### src/rtl/data_prbs7_gen.sv
// data_prbs7_gen
//   Transmit-side PRBS7 source (x^7 + x^6 + 1, period 127) for the GBCR2 SEU
//   test. Each RUN cycle emits four new sequence bits, one per lane, with each
//   bit replicated across the lane's 8 oversampled positions. Single-lane
//   errors can be injected on command, or periodically when built with
//   PRBS7_GEN_PERIODIC_INJECT_EN defined. The running injected-error count is
//   exported so the receive-side checker can match measured vs injected errors.
//
// Parameters
//   SEED             initial PRBS7 state (must be nonzero)
//
// Ports
//   clk              word clock
//   reset            synchronous, active-high reset
//   enable           1 = generate PRBS, 0 = idle
//   injectPulse      one-cycle request to inject one error
//   injectLane[1:0]  lane whose 8 bits are inverted on injection
//   injectPeriod[15:0] periodic injection interval in RUN cycles, 0 = off
//                    (ignored unless PRBS7_GEN_PERIODIC_INJECT_EN is defined)
//   data[31:0]       lane k on data[8k+7:8k]; lane 0 oldest bit, lane 3 newest
//   injectErrorCount[15:0] total injected errors, wraps, cleared by reset only
//   running          high while in RUN
//
// Optional feature macro: PRBS7_GEN_PERIODIC_INJECT_EN
module data_prbs7_gen #(
  parameter logic [6:0] SEED = 7'h7F
) (
  input  logic        clk,
  input  logic        reset,
  input  logic        enable,
  input  logic        injectPulse,
  input  logic [1:0]  injectLane,
  input  logic [15:0] injectPeriod,
  output logic [31:0] data,
  output logic [15:0] injectErrorCount,
  output logic        running
);

  typedef enum logic {
    S_IDLE,
    S_RUN
  } state_t;

  state_t      r_state;
  state_t      w_next_state;

  logic [6:0]  r_st;
  logic [6:0]  w_st_next;
  logic [3:0]  w_bits;
  logic [31:0] w_word;
  logic [31:0] w_lane_mask;
  logic        w_emit;
  logic        w_tick;
  logic        w_inject;
  logic        w_running_next;

  logic [31:0] r_data;
  logic [15:0] r_err_cnt;
  logic        r_running;

  // State register
  always_ff @(posedge clk) begin
    if (reset) r_state <= S_IDLE;
    else       r_state <= w_next_state;
  end

  // Next-state logic
  always_comb begin
    w_next_state = r_state;
    case (r_state)
      S_IDLE:  if (enable)  w_next_state = S_RUN;
      S_RUN:   if (!enable) w_next_state = S_IDLE;
      default: w_next_state = S_IDLE;
    endcase
  end

  // FSM outputs: a word is emitted only while RUN and staying in RUN, so the
  // cycle in which enable drops already produces zero output.
  always_comb begin
    w_emit         = (r_state == S_RUN) && enable;
    w_running_next = (w_next_state == S_RUN);
  end

  // st = {b[n-1] .. b[n-7]}; b[n] = b[n-6] ^ b[n-7] = st[1] ^ st[0].
  always_comb begin
    w_bits[0] = r_st[1] ^ r_st[0];
    w_bits[1] = r_st[2] ^ r_st[1];
    w_bits[2] = r_st[3] ^ r_st[2];
    w_bits[3] = r_st[4] ^ r_st[3];
    w_word    = {{8{w_bits[3]}}, {8{w_bits[2]}}, {8{w_bits[1]}}, {8{w_bits[0]}}};
    w_lane_mask = 32'h0000_00FF << {injectLane, 3'b000};
  end

  // State always advances with uncorrupted bits; an all-zero state reloads SEED.
  always_comb begin
    w_st_next = r_st;
    if (r_st == '0)  w_st_next = SEED;
    else if (w_emit) w_st_next = {w_bits[3], w_bits[2], w_bits[1], w_bits[0], r_st[6:4]};
  end

`ifdef PRBS7_GEN_PERIODIC_INJECT_EN
  logic [15:0] r_period_cnt;

  assign w_tick = w_emit && (injectPeriod != '0) &&
                  (r_period_cnt == (injectPeriod - 16'd1));

  always_ff @(posedge clk) begin
    if (reset)       r_period_cnt <= '0;
    else if (!w_emit) r_period_cnt <= '0;
    else if (w_tick) r_period_cnt <= '0;
    else             r_period_cnt <= r_period_cnt + 16'd1;
  end
`else
  logic w_unused_period;

  assign w_tick          = 1'b0;
  assign w_unused_period = ^injectPeriod;
`endif

  // Manual and periodic requests in the same cycle merge into one injection.
  assign w_inject = w_emit && (injectPulse || w_tick);

  always_ff @(posedge clk) begin
    if (reset) begin
      r_st      <= SEED;
      r_data    <= '0;
      r_err_cnt <= '0;
      r_running <= 1'b0;
    end else begin
      r_st      <= w_st_next;
      r_running <= w_running_next;
      if (!w_emit)       r_data <= '0;
      else if (w_inject) r_data <= w_word ^ w_lane_mask;
      else               r_data <= w_word;
      if (w_inject) r_err_cnt <= r_err_cnt + 16'd1;
    end
  end

  assign data             = r_data;
  assign injectErrorCount = r_err_cnt;
  assign running          = r_running;

endmodule

### config.mk
export PLATFORM = sky130hd
export DESIGN_NAME = data_prbs7_gen
export DESIGN_NICKNAME = d
export VERILOG_FILES = /design/src/rtl/data_prbs7_gen.sv
export SDC_FILE = /design/constraint.sdc
export NUM_CORES = 1
export LEC_CHECK = 0
export ABC_AREA = 1
export BUFFER_PORTS_ARGS = -buffer_cell sky130_fd_sc_hd__buf_2
export CORE_MARGIN = 2
export CORE_UTILIZATION = 39
export DETAILED_ROUTE_END_ITERATION = 7
export PLACE_DENSITY = 0.68
export SLEW_MARGIN = 0
export SYNTH_ARGS = -nofsm -noshare
export SYNTH_HDL_FRONTEND = slang
export SYNTH_SLANG_ARGS = --single-unit
### constraint.sdc
create_clock -name clk -period 1.73 [get_ports clk]
set_clock_uncertainty 0.15 [all_clocks]
set_input_delay 0.346 -clock clk [delete_from_list [all_inputs] [get_ports clk]]
set_output_delay 0.346 -clock clk [all_outputs]
set_load 0.1 [all_outputs]
* Word-level counts from Yosys, hierarchy flattened
Index checks and enable logic that the tools add are counted.
Word-level totals: bits in registers 56, bits of input ports 22, output and inout port bits 49
Cells by class: add/sub/neg operators 1, shift-type cells 1, muxes and demuxes 2, bitwise logic cells 6, reductions and logical operators 5
Operators by type and width (number):
- 32-bit two-way mux | 1
- 8-bit by 5-bit << shifter with 32-bit output (first input constant) | 1
- 32-bit bitwise XOR | 1
- 16-bit by 1-bit adder with 16-bit output (second input constant) | 1
- 7-bit logical NOT | 1
- 2-bit OR reduction | 2
- 1-bit bitwise XOR | 4
- 1-bit logical AND | 2
- 1-bit two-way mux | 1
- 1-bit NOT | 1

* Depth between registers and ports, before layout
Gate-level depths: netlist of the first run.
word-level depth 3, gate-level depth with buffers 8, mapped depth without buffers 8

* Worst setup path before layout of the first run
No wires, ideal clock.
kind register to register, from register r_err_cnt[1] (netlist: injectErrorCount[1]), to register r_err_cnt[8] (netlist: injectErrorCount[8]), library setup time 0.133 ns, data arrival time 1.837 ns, setup slack -0.389 ns, stages on the path, launching flop included 7, buffers on the path 0, cells stage by stage dfxtp_1 -> ha_1 -> nand2_1 -> nor2_2 -> nand3_1 -> nor2_1 -> nor3b_2
On the way: cells in the longest elaborated chain, start to end 1
Ends and longest elaborated chain:
- start: declaration | line 58 | logic [15:0] r_err_cnt;
- start signal: assignment | line 135 | if (w_inject) r_err_cnt <= r_err_cnt + 16'd1;
- 16-bit by 1-bit adder with 16-bit output | line 135
Every way passes these cells. A chain may end at the register's enable or synchronous reset.

* Worst setup path after layout of the first run
from register r_err_cnt[2] (netlist: injectErrorCount[2]), to output port injectErrorCount[2]
RTL lines:
- end: declaration | line 35 | output logic [15:0] injectErrorCount,
No word-level cell between the ends.

==> results of run 1 <==
-- state kept, by name (all words and copies together) (netlist names) --
register,count
data,4
injectErrorCount,16
r_st,7
running,1
-- per-layer routing --
metal | wire length (um) | global-route usage | vias up
li1 | - | - | 721
met1 | 1430 | 0.190 | 571
met2 | 1350 | 0.237 | 41
met3 | 193 | 0.0428 | 5
met4 | 32 | 0.0300 | 0
met5 | 0 | 0 | -
-- stage by stage --
step / TNS, ns / hold WS, ns / setup slack [ns]
2_1_floorplan: -0.0164 / 0.296 / -0.0164
3_3_place_gp: 0 / 0.294 / 0.209
5_1_grt: 0 / 0.175 / 0.0586
4_1_cts: 0 / 0.146 / 0.110
6_report: 0 / 0.154 / 0.128
3_5_place_dp: 0 / 0.301 / 0.199
-- power by group through the flow --
stage          Clock (uW)  Sequential [uW]  Combinational (uW)
6_report              525              667                 171
5_1_grt               560              669                 184
2_1_floorplan           0              705                 123
4_1_cts               547              667                 172
3_3_place_gp            0              682                 171
3_5_place_dp            0              682                 172
-- layout make-up --
cell class,instances,area (um^2),area share
clock inverters,1,30.0,0.0165
clock buffers,3,41.3,0.0227
flip-flops and latches,28,586,0.322
well taps,50,62.6,0.0344
inverters,32,120,0.0661
repair buffers,56,285,0.157
multi-input cells,127,693,0.381
-- synthesized netlist by cell type (5+ instances only) --
| library cell | n | area, um^2 |
|---|---|---|
| a21oi_1 | 6 | 30.0 |
| buf_4 | 28 | 210 |
| dfxtp_1 | 28 | 561 |
| inv_1 | 32 | 120 |
| nand2_1 | 42 | 158 |
| nand3_1 | 7 | 35.0 |
| nand4_1 | 5 | 31.3 |
| nor2_1 | 24 | 90.1 |
| o211ai_1 | 7 | 52.6 |
| o21ai_0 | 5 | 25.0 |
| xor2_1 | 5 | 43.8 |
-- worst max path at each step --
stage	startpoint	depth (start not counted)	endpoint	slack, ns
2_1_floorplan	injectErrorCount[1]	6	injectErrorCount[8]	-0.02
6_report	injectErrorCount[2]	1	injectErrorCount[2]	0.13
3_3_place_gp	enable	7	injectErrorCount[9]	0.21
3_5_place_dp	enable	7	injectErrorCount[9]	0.20
5_1_grt	data[30]	1	data[28]	0.06
4_1_cts	injectErrorCount[2]	1	injectErrorCount[2]	0.11
-- kinds of logic (layout without fill, tap and decap cells) --
group | count (synthesis) | in the layout | share of synthesized area
buf+inv | 62 | 92 | 0.216
simple gates | 96 | 96 | 0.295
fa+ha+maj | 3 | 3 | 0.0235
flops | 28 | 28 | 0.351
compound gates | 23 | 23 | 0.0876
xor+xnor | 5 | 5 | 0.0274
==> out/metrics.cfg, run 1 <==
[outcome]
status = finished clean

[setup_path]
cp-start-kind = flip-flop
crit_path_max_incr_delay_ns = 0.44
cpLargestDelayFamily = buffers and inverters
critical_path_buf_inv_count = 1
crit_fanout = 6
crit_path_top_delay_cell = buf_2
crit_path_end_kind = output pin
critPathArrivalTime_ns = 1.11
required_ns = 1.23
rrSetupSlack_ns = 0.25
crit_type = reg -> out
r2r_cells = 5
r2r_start = r_st[2]
timing.rr.end = r_st[0]
path_cells = buf_2

[clock_network]
cts_root_buf = clkbuf_8
post_cts_buffers = 0
cts_buffers = 3
clk_path_buf_depth = 2
path_clk_slew_ns = 0.10
numClockSinks = 28
clock_latency_ns = 0.28
cts_max_level = 1
hold_buffers = 0
cts_tree = done
ctsResizeCount = 0

[logic_synthesis]
synth.distinct_cells = 25
ys_seq_area_frac = 0.351
synth_top_flop_cell = dfxtp_1
synth_cells = 217
synth-seq-cells = 28
async_flop_share = 0
synth_area_um2 = 1600
avgSynthCellArea_um2 = 7.37
synth_edf_count = 0
synth_fp_nets = 242
yosysWarningCount = 0

[timing]
fmaxAchievable_mhz = 624
timing.final.crit_share = 0.926
setup_viol = 0
rsz0062_at_grt = false
period_minus_slack_ns = 1.60
hold_viol = 0
maxSlewHeadroom = 0.677
tightest_slew_ns = 0.488
finalMaxSlewViolations = 0

[cells_and_area]
final_cell_mix = buf_2, nand2_1, inv_1, nor2_1, dfxtp_2
syn_to_final_growth_pct = 13.7
fillCellCount = 407
fin_cells = 297
n_antenna_cell = 0
finalNetCount = 273
layout_commonest_cell = buf_2
stdcell_area_um2 = 1820
drive_gt1_frac = 0.368
final_util = 0.458

[floorplanning]
start_util = 0.403
die_h_um = 68.0
die_area_um2 = 4630
rows = 23
core_um2 = 3970
pin_count = 71
die_w_um = 68.0

[power]
seqPwrFrac = 0.489
switching_share = 0.265
intPower_uw = 1000
irDropWorstVdd_uv = 532
combPwrFrac = 0.126
total_power_uw = 1360
p_switching_uw = 361
p_per_area_nw_per_um2 = 750
clockPowerShare = 0.385
leakagePower_uw = 0.000951

[worst_hold_path]
min_path_type = in -> reg
holdPathStages = 3
holdCritStartpoint = enable
hold_end = running

[detailed_routing]
wirelength_mm = 3.00
dr.pass1.iters = 4
viasPerCell = 4.51
route.detailed.drc = 0
drtAntennaViolNets = 0
avgRoutedWirePerCell_um = 10.1
drtIter0Drc = 50
vias = 1338

[grt]
first_global_vias = 1199
globalRouteOverflowTotal = 0
groute.usage.overall = 0.145
antenna_found_initial = 0
grt_max_degree = 17
grt_pass1_wl_mm = 5.18

[placement]
numPortBuffers = 54
dp_hpwl_mm = 2.34
gp_congestion = 0.855
dp_cells = 293
placed_area_um2 = 1750

[job]
drv_cap = 0

No activity file was read; power rests on OpenSTA's default activity.
==> run 2, diff against run 1 <==
--- a/config.mk
+++ b/config.mk
@@ -5,12 +5,11 @@
 export SDC_FILE = /design/constraint.sdc
 export NUM_CORES = 1
 export LEC_CHECK = 0
-export ABC_AREA = 1
 export BUFFER_PORTS_ARGS = -buffer_cell sky130_fd_sc_hd__buf_2
 export CORE_MARGIN = 2
 export CORE_UTILIZATION = 39
 export DETAILED_ROUTE_END_ITERATION = 7
-export PLACE_DENSITY = 0.68
+export PLACE_DENSITY = 0.69
 export SLEW_MARGIN = 0
 export SYNTH_ARGS = -nofsm -noshare
 export SYNTH_HDL_FRONTEND = slang
==> run 2 against run 1 <==
  * Register-to-register slack worse by 0.10 ns
  * Sequential share of layout area up 3.0 points
  * Flip-flop and latch count unchanged
  * Core utilization up 1.5 points
  * Worst hold slack better by 0.061 ns
  * Die area down 6.8%
  * Global-route usage down 0.55 points
  * Fmax down 2.3%
  * Setup slack worse by 0.038 ns
  * Clock power down 33%
  * Total power down 14%
  * Synthesized cell count down 20%
==> out/metrics.cfg, run 2 <==
[timing]
maxSlewHeadroom = 0.676  ; was 0.677
period_minus_slack_ns = 1.64  ; was 1.60 ns
fmaxAchievable_mhz = 610  ; was 624 MHz
hold_viol = 0  ; unchanged
timing.final.crit_share = 0.948  ; was 0.926
rsz0062_at_grt = false  ; unchanged
setup_viol = 0  ; unchanged
finalMaxSlewViolations = 0  ; unchanged
tightest_slew_ns = 0.489  ; was 0.488 ns
whs_ns = 0.215  ; was 0.154 ns

[setup_path]
crit_path_max_incr_delay_ns = 0.46  ; was 0.44 ns
critical_path_buf_inv_count = 1  ; unchanged
crit_fanout = 5  ; was 6
crit_path_end_kind = output pin  ; unchanged
path_cells = buf_2  ; unchanged
cpLargestDelayFamily = buffers and inverters  ; unchanged
crit_path_top_delay_cell = buf_2  ; unchanged
required_ns = 1.23  ; about the same
critPathArrivalTime_ns = 1.14  ; was 1.11 ns
cp-start-kind = flip-flop  ; unchanged
crit_type = reg -> out  ; unchanged

[placement]
placed_area_um2 = 1680  ; was 1750 um^2
dp_hpwl_mm = 2.22  ; was 2.34 mm
numPortBuffers = 54  ; unchanged
gp_congestion = 0.765  ; was 0.855

[clock_network]
cts_root_buf = clkbuf_8  ; unchanged
cts_buffers = 3  ; unchanged
clock_latency_ns = 0.27  ; was 0.28 ns
numClockSinks = 28  ; unchanged
cts_max_level = 1  ; unchanged
path_clk_slew_ns = 0.10  ; about the same
post_cts_buffers = 0  ; unchanged
clk_path_buf_depth = 2  ; unchanged
cts_tree = done  ; unchanged

[floorplanning]
die_w_um = 65.7  ; was 68.0 um
die_h_um = 65.7  ; was 68.0 um
start_util = 0.405  ; was 0.403
pin_count = 71  ; unchanged
die_area_um2 = 4310  ; was 4630 um^2
rows = 22  ; was 23
core_um2 = 3660  ; was 3970 um^2

[logic_synthesis]
synth_top_area_frac = 0.378  ; was 0.351
synth_top_flop_cell = dfxtp_1  ; unchanged
synth_edf_count = 0  ; unchanged
synth-seq-cells = 28  ; unchanged
yosysWarningCount = 0  ; unchanged
async_flop_share = 0  ; unchanged
avgSynthCellArea_um2 = 8.57  ; was 7.37 um^2
synth_cells = 173  ; was 217
synth_area_um2 = 1480  ; was 1600 um^2
synth.area.top_cells = dfxtp_1, buf_4, xnor2_1  ; was dfxtp_1, buf_4, nand2_1
synth_fp_nets = 198  ; was 242
synth_top_area_cell = dfxtp_1  ; unchanged
ys_seq_area_frac = 0.378  ; was 0.351
synth_common_cells = buf_4, dfxtp_1, nand2_1  ; was nand2_1, inv_1, buf_4, dfxtp_1, nor2_1
synth.distinct_cells = 31  ; was 25

[cells_and_area]
syn_to_final_growth_pct = 16.8  ; was 13.7%
final_util = 0.473  ; was 0.458
seq_area_um2 = 609  ; was 586 um^2
multi_input_area_um2 = 672  ; was 693 um^2
stdcell_area_um2 = 1730  ; was 1820 um^2
finalNetCount = 231  ; was 273
largest_register_ffs = 16  ; unchanged
drive_gt1_frac = 0.444  ; was 0.368
fillCellCount = 348  ; was 407
layout_commonest_cell = buf_2  ; unchanged
final_cell_mix = buf_2, nand2_1, nor2_1, dfxtp_4  ; was buf_2, nand2_1, inv_1, nor2_1, dfxtp_2
n_antenna_cell = 0  ; unchanged

[job]
drv_cap = 0  ; unchanged

[grt]
grt_pass1_wl_mm = 4.84  ; was 5.18 mm
globalRouteOverflowTotal = 0  ; unchanged
first_global_vias = 1110  ; was 1199
antenna_found_initial = 0  ; unchanged
grt_max_degree = 17  ; unchanged
groute.usage.overall = 0.140  ; was 0.145

[detailed_routing]
viasPerCell = 4.92  ; was 4.51
avgRoutedWirePerCell_um = 11.1  ; was 10.1 um
drtAntennaViolNets = 0  ; unchanged
wirelength_mm = 2.82  ; was 3.00 mm
route.detailed.drc = 0  ; unchanged
dr.pass1.iters = 4  ; unchanged
vias = 1244  ; was 1338
drtIter0Drc = 20  ; was 50

[outcome]
status = finished clean  ; unchanged

[worst_hold_path]
min_path_type = in -> reg  ; unchanged

[power]
irDropWorstVdd_uv = 502  ; was 532 uV
total_power_uw = 1180  ; was 1360 uW
leakagePower_uw = 0.000829  ; was 0.000951 uW
p_per_area_nw_per_um2 = 679  ; was 750 nW/um^2

## run 2: stage by stage
step / instances / setup WS [ns] / TNS, ns
after detailed placement: 249 / 0.0854 / 0
after global routing: 253 / 0.0365 / 0
after CTS: 253 / 0.0719 / 0
after global placement: 249 / 0.0934 / 0
after floorplan: 173 / -0.108 / -0.108
final: 253 / 0.0902 / 0
## run 2: final timing paths
check | start | depth (start not counted) | end | slack, ns
max | injectErrorCount[14] | 1 | injectErrorCount[14] | 0.09
min | enable | 2 | running | 0.21
max reg2reg | injectErrorCount[0] | 5 | injectErrorCount[12] | 0.15
min reg2reg | r_st[5] | 2 | r_st[5] | 0.34
## run 2: cell type report
| class | instances | area share |
|---|---|---|
| timing repair buffer | 61 | 0.186 |
| multi-input combinational | 106 | 0.388 |
| clock inverter | 1 | 0.00217 |
| sequential | 28 | 0.352 |
| tap | 48 | 0.0347 |
| clock buffer | 3 | 0.0238 |
| inverter | 6 | 0.0130 |
## run 2: cell families after synthesis
group,after synthesis,synth area share
AOI/OAI and AO/OA,23,0.0937
xor gates and xnor gates,12,0.0709
buffers and inverters,39,0.170
and+or+nand+nor,67,0.254
DFF,28,0.378
muxes,1,0.00759
adders and majority gates,3,0.0253
## run 2: per-layer routing
layer / vias to the layer above / global-route usage / wire length, um
met3: 2 / 0.0171 / 155
met1: 565 / 0.194 / 1380
li1: 640 / - / -
met2: 37 / 0.227 / 1260
met5: - / 0 / 0
met4: 0 / 0.0391 / 20
## run 2: timing repair
action | CTS | global route
gates resized for setup | 0 | 1
hold buffers | 0 | 0
setup endpoints to repair | 0 | 1
## run 2: report_power, final
part           internal, uW  switching (uW)  total (uW)
clock network           159             194         353
registers               642            10.8         653
logic                  41.9             129         171
==> run 3, diff against run 2 <==
--- a/config.mk
+++ b/config.mk
@@ -8,8 +8,10 @@
 export BUFFER_PORTS_ARGS = -buffer_cell sky130_fd_sc_hd__buf_2
 export CORE_MARGIN = 2
 export CORE_UTILIZATION = 39
+export CTS_BUF_LIST = sky130_fd_sc_hd__clkbuf_4 sky130_fd_sc_hd__clkbuf_8
 export DETAILED_ROUTE_END_ITERATION = 7
 export PLACE_DENSITY = 0.69
+export RECOVER_POWER = 25
 export SLEW_MARGIN = 0
 export SYNTH_ARGS = -nofsm -noshare
 export SYNTH_HDL_FRONTEND = slang
==> constraint.sdc (replaced) <==
create_clock -name clk -period 2 [get_ports clk]
set_clock_uncertainty 0.15 [all_clocks]
set_input_delay 0.4 -clock clk [delete_from_list [all_inputs] [get_ports clk]]
set_output_delay 0.4 -clock clk [all_outputs]
set_load 0.1 [all_outputs]
==> run 3 against run 2 <==
  * Setup slack better by 0.19 ns
  * Combinational power fell by 17%
  * Register-to-register slack better by 0.23 ns
  * Flip-flop and latch count stayed put
  * Critical path type unchanged
  * Highest routed layer unchanged
==> out/metrics.cfg, run 3 (synthesized netlist as in run 2, its figures left out) <==
[setup_path]
cpLargestDelayFamily = buffers and inverters  ; unchanged
critical_path_depth = 1  ; unchanged
crit_fanout = 5  ; unchanged
crit_path_end_kind = output pin  ; unchanged
required_ns = 1.45  ; was 1.23 ns
crit_path_top_delay_cell = buf_2  ; unchanged
critPathArrivalTime_ns = 1.17  ; was 1.14 ns
cp-start-kind = flip-flop  ; unchanged
crit_path_max_incr_delay_ns = 0.46  ; about the same
path_cells = buf_2  ; unchanged
critical_path_buf_inv_count = 1  ; unchanged
crit_type = reg -> out  ; unchanged
r2r_cells = 4  ; was 5

[cells_and_area]
final_util = 0.456  ; was 0.473
n_antenna_cell = 0  ; unchanged
drive_gt1_frac = 0.396  ; was 0.444
finalNetCount = 229  ; was 231
layout_commonest_cell = buf_2  ; unchanged
syn_to_final_growth_pct = 12.7  ; was 16.8%
final_cell_mix = buf_2, nand2_1, dfxtp_2, dfxtp_1, nor2_1  ; was buf_2, nand2_1, nor2_1, dfxtp_4
largest_register_ffs = 16  ; unchanged
stdcell_area_um2 = 1670  ; was 1730 um^2

[timing]
rsz0062_at_grt = false  ; unchanged
period_minus_slack_ns = 1.72
setup_ws_ns = 0.276  ; was 0.0902 ns
hold_viol = 0  ; unchanged
finalMaxSlewViolations = 0  ; unchanged
timing.final.crit_share = 0.862
whs_ns = 0.261  ; was 0.215 ns
setup_tns_ns = 0  ; unchanged
tightest_slew_ns = 0.684  ; was 0.489 ns
maxSlewHeadroom = 0.544  ; was 0.676
fmaxAchievable_mhz = 580
setup_viol = 0  ; unchanged

[power]
p_per_area_nw_per_um2 = 615  ; was 679 nW/um^2
irDropWorstVdd_uv = 273  ; was 502 uV
leakagePower_uw = 0.000801  ; was 0.000829 uW

[clock_network]
cts_tree = done  ; unchanged
cts_buffers = 3  ; unchanged
hold_buffers = 0  ; unchanged
clock_latency_ns = 0.27  ; about the same
numClockSinks = 28  ; unchanged
ctsResizeCount = 0  ; unchanged
cts_root_buf = clkbuf_8  ; unchanged
post_cts_buffers = 0  ; unchanged
cts_max_level = 1  ; unchanged
clk_path_buf_depth = 2  ; unchanged
path_clk_slew_ns = 0.10  ; about the same

[outcome]
status = finished clean  ; unchanged

[placement]
numPortBuffers = 54  ; unchanged
placed_area_um2 = 1640  ; was 1680 um^2
gp_congestion = 0.737  ; was 0.765
pre_cts_ws_ns = 0.272  ; was 0.0854 ns
dp_hpwl_mm = 2.20  ; was 2.22 mm

[floorplanning]
core_um2 = 3660  ; unchanged
pin_count = 71  ; unchanged
rows = 22  ; unchanged
start_util = 0.405  ; unchanged
die_w_um = 65.7  ; unchanged
die_area_um2 = 4310  ; unchanged
die_h_um = 65.7  ; unchanged

[grt]
antenna_found_initial = 0  ; unchanged
first_global_vias = 1050  ; was 1110
grt_max_degree = 17  ; unchanged
groute.usage.overall = 0.144  ; was 0.140
globalRouteOverflowTotal = 0  ; unchanged
grt_pass1_wl_mm = 4.75  ; was 4.84 mm

[detailed_routing]
viasPerCell = 4.92  ; about the same
wirelength_mm = 2.93  ; was 2.82 mm
drtIter0Drc = 45  ; was 20
avgRoutedWirePerCell_um = 11.7  ; was 11.1 um
dr.pass1.iters = 4  ; unchanged
drtAntennaViolNets = 0  ; unchanged
route.detailed.drc = 0  ; unchanged
vias = 1231  ; was 1244

[worst_hold_path]
holdPathStages = 2  ; unchanged
min_path_type = in -> reg  ; unchanged

[job]
drv_cap = 0  ; unchanged

-- run 3: cell count changes in the layout (fill, tap and decap cells not counted), sizes merged --
cell | previous run | this run
buf | 61 | 56
clkbuf | 3 | 6
clkinv | 1 | 0
-- run 3: area by class of cell --
class / instances / area [um^2]
Clock buffer: 3 / 41.3
Fill cell: 369 / 1990
Inverter: 6 / 22.5
Multi-Input combinational cell: 106 / 669
Sequential cell: 28 / 578
Tap cell: 48 / 60.1
Timing Repair Buffer: 59 / 299
-- run 3: final timing paths --
| path | from | endpoint | slack [ns] |
|---|---|---|---|
| max | injectErrorCount[2] | injectErrorCount[2] | 0.28 |
| min | enable | running | 0.26 |
| max reg2reg | injectErrorCount[2] | injectErrorCount[11] | 0.38 |
| min reg2reg | injectErrorCount[1] | injectErrorCount[1] | 0.34 |
-- run 3: power breakdown --
part	switching, uW	total (uW)	internal, uW
combinational	111	142	31.7
sequential	10.0	578	568
clock	171	306	135
-- run 3: layer usage --
metal | global-route usage | vias up | wire length [um]
li1 | - | 635 | -
met1 | 0.186 | 558 | 1480
met2 | 0.230 | 34 | 1270
met3 | 0.0205 | 4 | 113
met4 | 0.0781 | 0 | 63
met5 | 0 | - | 0
-- run 3: through the flow --
step	total power (uW)	cells
final	1030	250
after global routing	1070	250
after CTS	1040	250
after detailed placement	735	247
after global placement	735	247
after floorplan	712	173
